===== config.mk =====
export PLATFORM = sky130hd
export DESIGN_NAME = axis_reg_loader_flat
export DESIGN_NICKNAME = d
export VERILOG_FILES = /design/src/rtl/axis_reg_loader_if.sv /design/src/rtl/axis_reg_loader.sv /design/src/flat_wrapper.sv
export SDC_FILE = /design/constraint.sdc
export NUM_CORES = 2
export LEC_CHECK = 0
export CAP_MARGIN = 20
export CORE_AREA = 2 2 278 280
export CTS_BUF_LIST = sky130_fd_sc_hd__clkbuf_4
export DETAILED_ROUTE_END_ITERATION = 8
export DIE_AREA = 0 0 280 282
export PLACE_DENSITY = 0.87
export SLEW_MARGIN = 15
export SYNTH_ARGS = -nofsm -noshare
export SYNTH_HDL_FRONTEND = slang
export SYNTH_SLANG_ARGS = --single-unit

===== constraint.sdc =====
create_clock -name clk -period 11.66 [get_ports clk]
set_input_delay 2.332 -clock clk [delete_from_list [all_inputs] [get_ports clk]]
set_output_delay 2.332 -clock clk [all_outputs]
set_load 0.01 [all_outputs]

===== src/rtl/axis_reg_loader_if.sv =====
// AXI-Stream bundle carrying address and register beats into axis_reg_loader.
// The master drives the beat, the slave returns tready.
interface axis_reg_loader_if #(
  parameter int DW = 32
);
  logic          tvalid;
  logic          tready;
  logic [DW-1:0] tdata;
  logic          tlast;

  modport master (output tvalid, output tdata, output tlast, input tready);
  modport slave  (input tvalid, input tdata, input tlast, output tready);
endinterface


===== src/rtl/axis_reg_loader.sv =====
// Framed stream of [addr, d0..d(NREG-1)] records -> atomically committed register
// bank plus a WE_LEN-cycle one-hot write-enable pulse per record.
module axis_reg_loader #(
  parameter int DW     = 32,
  parameter int NREG   = 16,
  parameter int NB     = 64,
  parameter int WE_LEN = 8
) (
  input  logic                 clk,
  input  logic                 rstn,
  input  logic                 start,
  axis_reg_loader_if.slave     s_axis,
  output logic [NB-1:0]        we,
  output logic [NREG*DW-1:0]   regs_out,
  output logic                 busy,
  output logic                 done,
  output logic                 err,
  output logic [15:0]          blk_cnt
);
  localparam int AW = (NB > 1) ? $clog2(NB) : 1;
  localparam int CW = (NREG > 1) ? $clog2(NREG) : 1;
  localparam int WW = (WE_LEN > 1) ? $clog2(WE_LEN) : 1;
  localparam logic [CW-1:0] CNT_LAST  = CW'(NREG - 1);
  localparam logic [WW-1:0] WCNT_LAST = WW'(WE_LEN - 1);
  localparam logic [DW-1:0] NB_LIM    = DW'(NB);

  typedef enum logic [2:0] {
    ST_IDLE  = 3'd0,
    ST_ADDR  = 3'd1,
    ST_DATA  = 3'd2,
    ST_WRITE = 3'd3,
    ST_DONE  = 3'd4
  } state_t;

  state_t          state_r;
  state_t          state_nx_s;
  logic            start_meta_r;
  logic            start_s_r;
  logic            tready_r;
  logic            beat_s;
  logic [AW-1:0]   addr_r;
  logic            addr_ok_r;
  logic [CW-1:0]   cnt_r;
  logic [WW-1:0]   wcnt_r;
  logic            last_r;
  logic [DW-1:0]   shadow_r [NREG];

  assign s_axis.tready = tready_r;
  assign beat_s        = s_axis.tvalid & tready_r;

  // Two-flop synchroniser for the asynchronous run request
  always_ff @(posedge clk) begin
    if (!rstn) begin
      start_meta_r <= 1'b0;
      start_s_r    <= 1'b0;
    end else begin
      start_meta_r <= start;
      start_s_r    <= start_meta_r;
    end
  end

  // State register; status outputs are registered from the next state so they track state_r exactly
  always_ff @(posedge clk) begin
    if (!rstn) begin
      state_r  <= ST_IDLE;
      tready_r <= 1'b0;
      busy     <= 1'b0;
      done     <= 1'b0;
    end else begin
      state_r  <= state_nx_s;
      tready_r <= (state_nx_s == ST_ADDR) || (state_nx_s == ST_DATA);
      busy     <= (state_nx_s == ST_ADDR) || (state_nx_s == ST_DATA) || (state_nx_s == ST_WRITE);
      done     <= (state_nx_s == ST_DONE);
    end
  end

  // Next-state decode
  always_comb begin
    state_nx_s = state_r;
    case (state_r)
      ST_IDLE: begin
        if (start_s_r) state_nx_s = ST_ADDR;
        else           state_nx_s = ST_IDLE;
      end
      ST_ADDR: begin
        if (beat_s) state_nx_s = s_axis.tlast ? ST_DONE : ST_DATA;
        else        state_nx_s = ST_ADDR;
      end
      ST_DATA: begin
        if (beat_s && (cnt_r == CNT_LAST))  state_nx_s = ST_WRITE;
        else if (beat_s && s_axis.tlast)    state_nx_s = ST_DONE;
        else                                state_nx_s = ST_DATA;
      end
      ST_WRITE: begin
        if (wcnt_r == WCNT_LAST) state_nx_s = last_r ? ST_DONE : ST_ADDR;
        else                     state_nx_s = ST_WRITE;
      end
      ST_DONE: begin
        if (!start_s_r) state_nx_s = ST_IDLE;
        else            state_nx_s = ST_DONE;
      end
      default: state_nx_s = ST_IDLE;
    endcase
  end

  // Datapath: shadow capture, atomic commit, write-enable pulse and run status
  always_ff @(posedge clk) begin
    if (!rstn) begin
      addr_r    <= '0;
      addr_ok_r <= 1'b0;
      cnt_r     <= '0;
      wcnt_r    <= '0;
      last_r    <= 1'b0;
      we        <= '0;
      regs_out  <= '0;
      err       <= 1'b0;
      blk_cnt   <= 16'd0;
      for (int i = 0; i < NREG; i++) shadow_r[i] <= '0;
    end else begin
      case (state_r)
        ST_IDLE: begin
          if (start_s_r) begin
            err     <= 1'b0;
            blk_cnt <= 16'd0;
          end
        end
        ST_ADDR: begin
          if (beat_s) begin
            addr_r    <= s_axis.tdata[AW-1:0];
            addr_ok_r <= (s_axis.tdata < NB_LIM);
            cnt_r     <= '0;
            if (s_axis.tlast) err <= 1'b1;
          end
        end
        ST_DATA: begin
          if (beat_s) begin
            cnt_r <= cnt_r + CW'(1);
            if (cnt_r == CNT_LAST) begin
              // Final beat goes straight into the bank so the commit lands on one edge
              for (int i = 0; i < NREG - 1; i++) regs_out[i*DW +: DW] <= shadow_r[i];
              regs_out[(NREG-1)*DW +: DW] <= s_axis.tdata;
              last_r <= s_axis.tlast;
              wcnt_r <= '0;
              if (addr_ok_r) begin
                we <= NB'(1'b1) << addr_r;
                if (blk_cnt != 16'hFFFF) blk_cnt <= blk_cnt + 16'd1;
              end else begin
                err <= 1'b1;
              end
            end else begin
              shadow_r[cnt_r] <= s_axis.tdata;
              if (s_axis.tlast) err <= 1'b1;
            end
          end
        end
        ST_WRITE: begin
          wcnt_r <= wcnt_r + WW'(1);
          if (wcnt_r == WCNT_LAST) we <= '0;
        end
        default: begin
        end
      endcase
    end
  end
endmodule


===== src/flat_wrapper.sv =====
// flat-port wrapper written by rule: the top's interface ports become plain ports
module axis_reg_loader_flat 
#(
  parameter int DW     = 32,
  parameter int NREG   = 16,
  parameter int NB     = 64,
  parameter int WE_LEN = 8
)
  (clk, rstn, start, we, regs_out, busy, done, err, blk_cnt, s_axis_tvalid, s_axis_tdata, s_axis_tlast, s_axis_tready);
  axis_reg_loader_if #(.DW(DW)) s_axis_i ();
  input  logic clk;
  input  logic rstn;
  input  logic start;
  output logic [NB-1:0] we;
  output logic [NREG*DW-1:0] regs_out;
  output logic busy;
  output logic done;
  output logic err;
  output logic [15:0] blk_cnt;
  input wire logic [$bits(s_axis_i.tvalid)-1:0] s_axis_tvalid;
  input wire logic [$bits(s_axis_i.tdata)-1:0] s_axis_tdata;
  input wire logic [$bits(s_axis_i.tlast)-1:0] s_axis_tlast;
  output wire logic [$bits(s_axis_i.tready)-1:0] s_axis_tready;
  assign s_axis_i.tvalid = s_axis_tvalid;
  assign s_axis_i.tdata = s_axis_tdata;
  assign s_axis_i.tlast = s_axis_tlast;
  assign s_axis_tready = s_axis_i.tready;
  axis_reg_loader #(.DW(DW), .NREG(NREG), .NB(NB), .WE_LEN(WE_LEN)) u_core (.clk(clk), .rstn(rstn), .start(start), .s_axis(s_axis_i), .we(we), .regs_out(regs_out), .busy(busy), .done(done), .err(err), .blk_cnt(blk_cnt));
endmodule

# Word-level counts from Yosys, hierarchy flattened
# Memory sizes are Yosys's and may differ from the RTL's. A register that Yosys moved wholly into a read port is not among the register bits.
# Index checks and enable logic that the tools add are counted.
# classes
n_addsub	3
n_lt_le_gt_ge	1
n_eq_ne	19
shifts	1
n_mux	42
bitwise	1
n_reduce_logical	32
# op_table
cell	count
$mux 64	4
$pmux 64 s2	1
$mux 16	5
$shl 1x6->64 const A	1
$lt 32x7->1 const B	1
$mux 32	1
$pmux 16 s2	1
$reduce_or 32->1	1
$mux 3	9
$add 16x1->16 const B	1
$ne 16x16->1 const B	1
$logic_not 1->1	15
$pmux 3 s5	1
$mux 1	14
$ne 2x1->1 const B	7
$eq 3x2->1 const B	4
$mux 4	3
$reduce_and 5->1	2
$eq 3x3->1 const B	3
$reduce_and 3->1	3
$pmux 4 s2	1
$eq 3x1->1 const B	2
$pmux 3 s2	1
$reduce_and 6->1	1
other kinds (12)	16
# word_totals
reg_bits	616
mem_bits_rw	512
inputBits	37
word_cells	115
mem_count	1
# memory_table
memory	words	word_bits	read_ports	rd_ports_with_merged_regs	write_ports	line	rtl
u_core.shadow_r	16	32	15	15	16	axis_reg_loader.sv:46	logic [DW-1:0] shadow_r [NREG];

# Logic depth before layout (Yosys ltp)
# logic_depth
ltp_word	8
mapped_depth	10
ltp_nobuf	7

# Least setup slack after synthesis
# Ideal clock, no wire load.
# synth_path
kind	in2reg
from	in s_axis_tvalid
to	mem u_core.shadow_r[8][0] (enable)
setup_time_ps	466
arrival_time_ps	5117
required_time_ps	11194
path_slack_ps	6078
stages	4
cell_sequence	nand2_1 -> nor3_2 -> nand2_1 -> o21ai_0
# synth_lines
element	line	rtl
from (decl)	flat_wrapper.sv:20	input wire logic [$bits(s_axis_i.tvalid)-1:0] s_axis_tvalid;
to (decl)	axis_reg_loader.sv:46	

==> flow_metrics.tcl <==
set metrics [dict create \
    drc 0 \
    ir_drop_v 0.00008763 \
    drive_gt1_share_pct 12.15 \
    cap_violations 0 \
    hold_path.startpoint "u_core.shadow_r[8][2]" \
    cp_cell_sequence "buf_4 -> inv_8 -> nor3_2 -> nand2_1 -> nor3_4 -> nand2b_2" \
    p_leak_uw 0.01756 \
    firstDrtPassIters 6 \
    die_w_um 280 \
    worstPathArrival_ns 6.13 \
    fmax_mhz 182.0 \
    ys_async_sr_fraction_pct 0 \
    tightest_slew_ns 1.272 \
    post-route-min-period_ns 5.496 \
    post_cts_resized 0 \
    vias 32754 \
    worstSetupStartpoint "rstn" \
    via_per_inst 5.675 \
    dp_hpwl_um 75610 \
    hold_viol 0 \
    cts_root_buf "clkbuf_4" \
    clock-sinks 1096 \
    io_buffers 632 \
    slew_headroom_pct 15.18 \
    path_buf_inv 2 \
    rr_startpoint "u_core.state_r[1]" \
    cp_max_fo 172 \
    hp-class "register to register" \
    ys_warn_count 0 \
    setup-tns-final_ns 0 \
    ctsHtreeMaxLevel 5 \
    grt_pass1_vias 30949 \
    drt_iter0_drc 4242 \
    status "finished clean" \
    ant_nets 0 \
    critPathSlowestCell "nor3_4" \
    crit_required_ns 12.29 \
    design.core.area_sq_um 75700 \
    synth_seq_area_share_pct 66.80 \
    maxSlewViolCount 0 \
    synth_cells 3892 \
    rows 101 \
    cts_buffers 285 \
    worst_setup_path_end_kind "register" \
    cts_tree "done" \
    fin_crit_sh_pct 47.13 \
    grt_max_degree 226 \
    ff_latch_area_sq_um 26750 \
    cp-start-kind "input port" \
    max_stage_delay_ns 0.86 \
    finalSetupViolations 0 \
    routed_wl_um 130500 \
    areaGrowthSynthToFinish_pct 26.28 \
    clk_pin_slew_ns 0.07 \
    synth-edff-count 480 \
    synth_cell_types 56 \
    clock_skew_ns 0.1464 \
    multi_input_area_sq_um 12270 \
    overflow 0 \
    final_common_cell "nand2_1" \
    cts_max_path_buffers 4 \
    power.density_nw_per_um2 149.4 \
    synth_nets 3936 \
    antenna_found_initial 20 \
    layout_common_cells "nand2_1, dfxtp_1, clkdlybuf4s50_1" \
    layout.nets 4610 \
    synth_area_sq_um 40040 \
    avgSynthCellArea_sq_um 10.29 \
    gp_congestion 0.8556 \
    track_usage_pct 31.95 \
    fillers 5390 \
    ctsHoldBuffers 0 \
    dp_slack_ns 4.964 \
    critical-path-top-delay-family "simple AND/OR/NAND/NOR gates" \
    cts_setup_buffers 0 \
    whs_ns 0.3810 \
    crit_type "input port to register" \
    ys_ff_latch 1096 \
    worstSkewPairLatency_ns 1.13 \
    wl_per_cell_um 22.61 \
    grt_pass1_wl_um 187200 \
    fp.dieArea_sq_um 78960 \
    initial_utilization_pct 52.89 \
    rsz0062_at_grt "false" \
    layout_setup_ws_ns 6.164 \
    ios 633 \
    chipHeight_um 282 \
    synth_flop_cell "dfxtp_1" \
]
[per-stage QoR]
| stage | total power, uW | instances | cell area (sq um) | utilization, % |
|---|---|---|---|---|
| 6_report | 7554 | 5772 | 50560 | 66.79 |
| 5_1_grt | 7795 | 5753 | 50510 | 66.73 |
| 4_1_cts | 7590 | 5747 | 50450 | 66.65 |
| 3_5_place_dp | 4339 | 5254 | 46890 | 61.94 |
| 3_3_place_gp | 4335 | 5254 | 46890 | 61.94 |
| 2_1_floorplan | 4225 | 3892 | 40040 | - |
[worst register-to-register path, cell delays in order (launching register included)]
cell	delay [ns]
dfxtp_1	0.71
nor3b_2	0.79
nand3_4	0.95
buf_4	0.70
buf_4	0.82
nand2_1	0.29
a21oi_1	0.08
[state kept, by name (all words and copies together) (netlist names), 3 cells and up]
register,cells
u_core.state_r,3
u_core.we,64
u_core.cnt_r,4
u_core.addr_r,6
u_core.shadow_r,480
u_core.blk_cnt,16
u_core.wcnt_r,3
u_core.regs_out,512
[synth_stat cells, drive strengths merged, types with 2 or more instances]
cell    instances  area share (%)
nand2        1122              11
dfxtp         616              31
a21oi         582             7.3
and2          490             7.7
edfxtp        480              36
clkbuf        239             2.2
buf            59            0.73
nand3          50            0.63
o21ai          33            0.41
nor2           32            0.30
a21boi         22            0.41
or3            20            0.31
nor3           18            0.28
nand2b         15            0.23
nand4          15            0.23
or4            11            0.22
nor4            9            0.16
o31ai           9            0.17
and3            8            0.13
a31oi           7            0.11
ha              7            0.22
nor2b           5           0.078
o311ai          5            0.11
and3b           3           0.066
inv             3           0.028
nor3b           3           0.069
nor4b           3           0.066
a22oi           2           0.037
a41oi           2           0.044
nand3b          2           0.037
o221a           2           0.056
o22a            2           0.044
or3b            2           0.044
[power by group]
group	internal [uW]	switching [uW]
clock	1750	1540
combinational	24.1	163
sequential	4050	19.8
total	5830	1720
[kinds of logic (layout without fill, tap and decap cells)]
logic type | count (synthesis) | after routing | share of synthesized area [%]
AO/OA/AOI/OAI | 674 | 674 | 8.844
other | 0 | 22 | 0
AND/OR/NAND/NOR | 1812 | 1812 | 21.10
flip-flops | 1096 | 1096 | 66.80
adder cells (fa/ha/maj) | 7 | 7 | 0.2187
multiplexers | 1 | 1 | 0.02812
buffers and inverters | 302 | 1182 | 3.009
[path summary, 6_finish.rpt]
check / to / slack (ns) / cells past startpoint
worst min-delay path: u_core.regs_out[258] / 0.38 / 2
worst min register to register: u_core.regs_out[258] / 0.38 / 2
worst max-delay path: u_core.shadow_r[14][19] / 6.16 / 6
worst max register to register: u_core.regs_out[312] / 7.12 / 6
[cell type report]
| type | instances | area share (%) |
|---|---|---|
| timing repair buffer | 685 | 13.20 |
| tap | 978 | 2.420 |
| clock buffer | 446 | 6.622 |
| antenna | 22 | 0.1089 |
| inverter | 4 | 0.04454 |
| multi-input combinational | 2494 | 24.27 |
| clock inverter | 47 | 0.4355 |
| sequential | 1096 | 52.90 |
[per-layer routing]
layer	global-route usage, %	share of wire, %	up-vias
li1	-	-	14497
met1	39.85	36	15619
met2	50.43	47	2207
met3	8.378	12	431
met4	18.61	5.4	0
met5	0	0	-
Note: power is estimated with default switching activity, not from simulation.
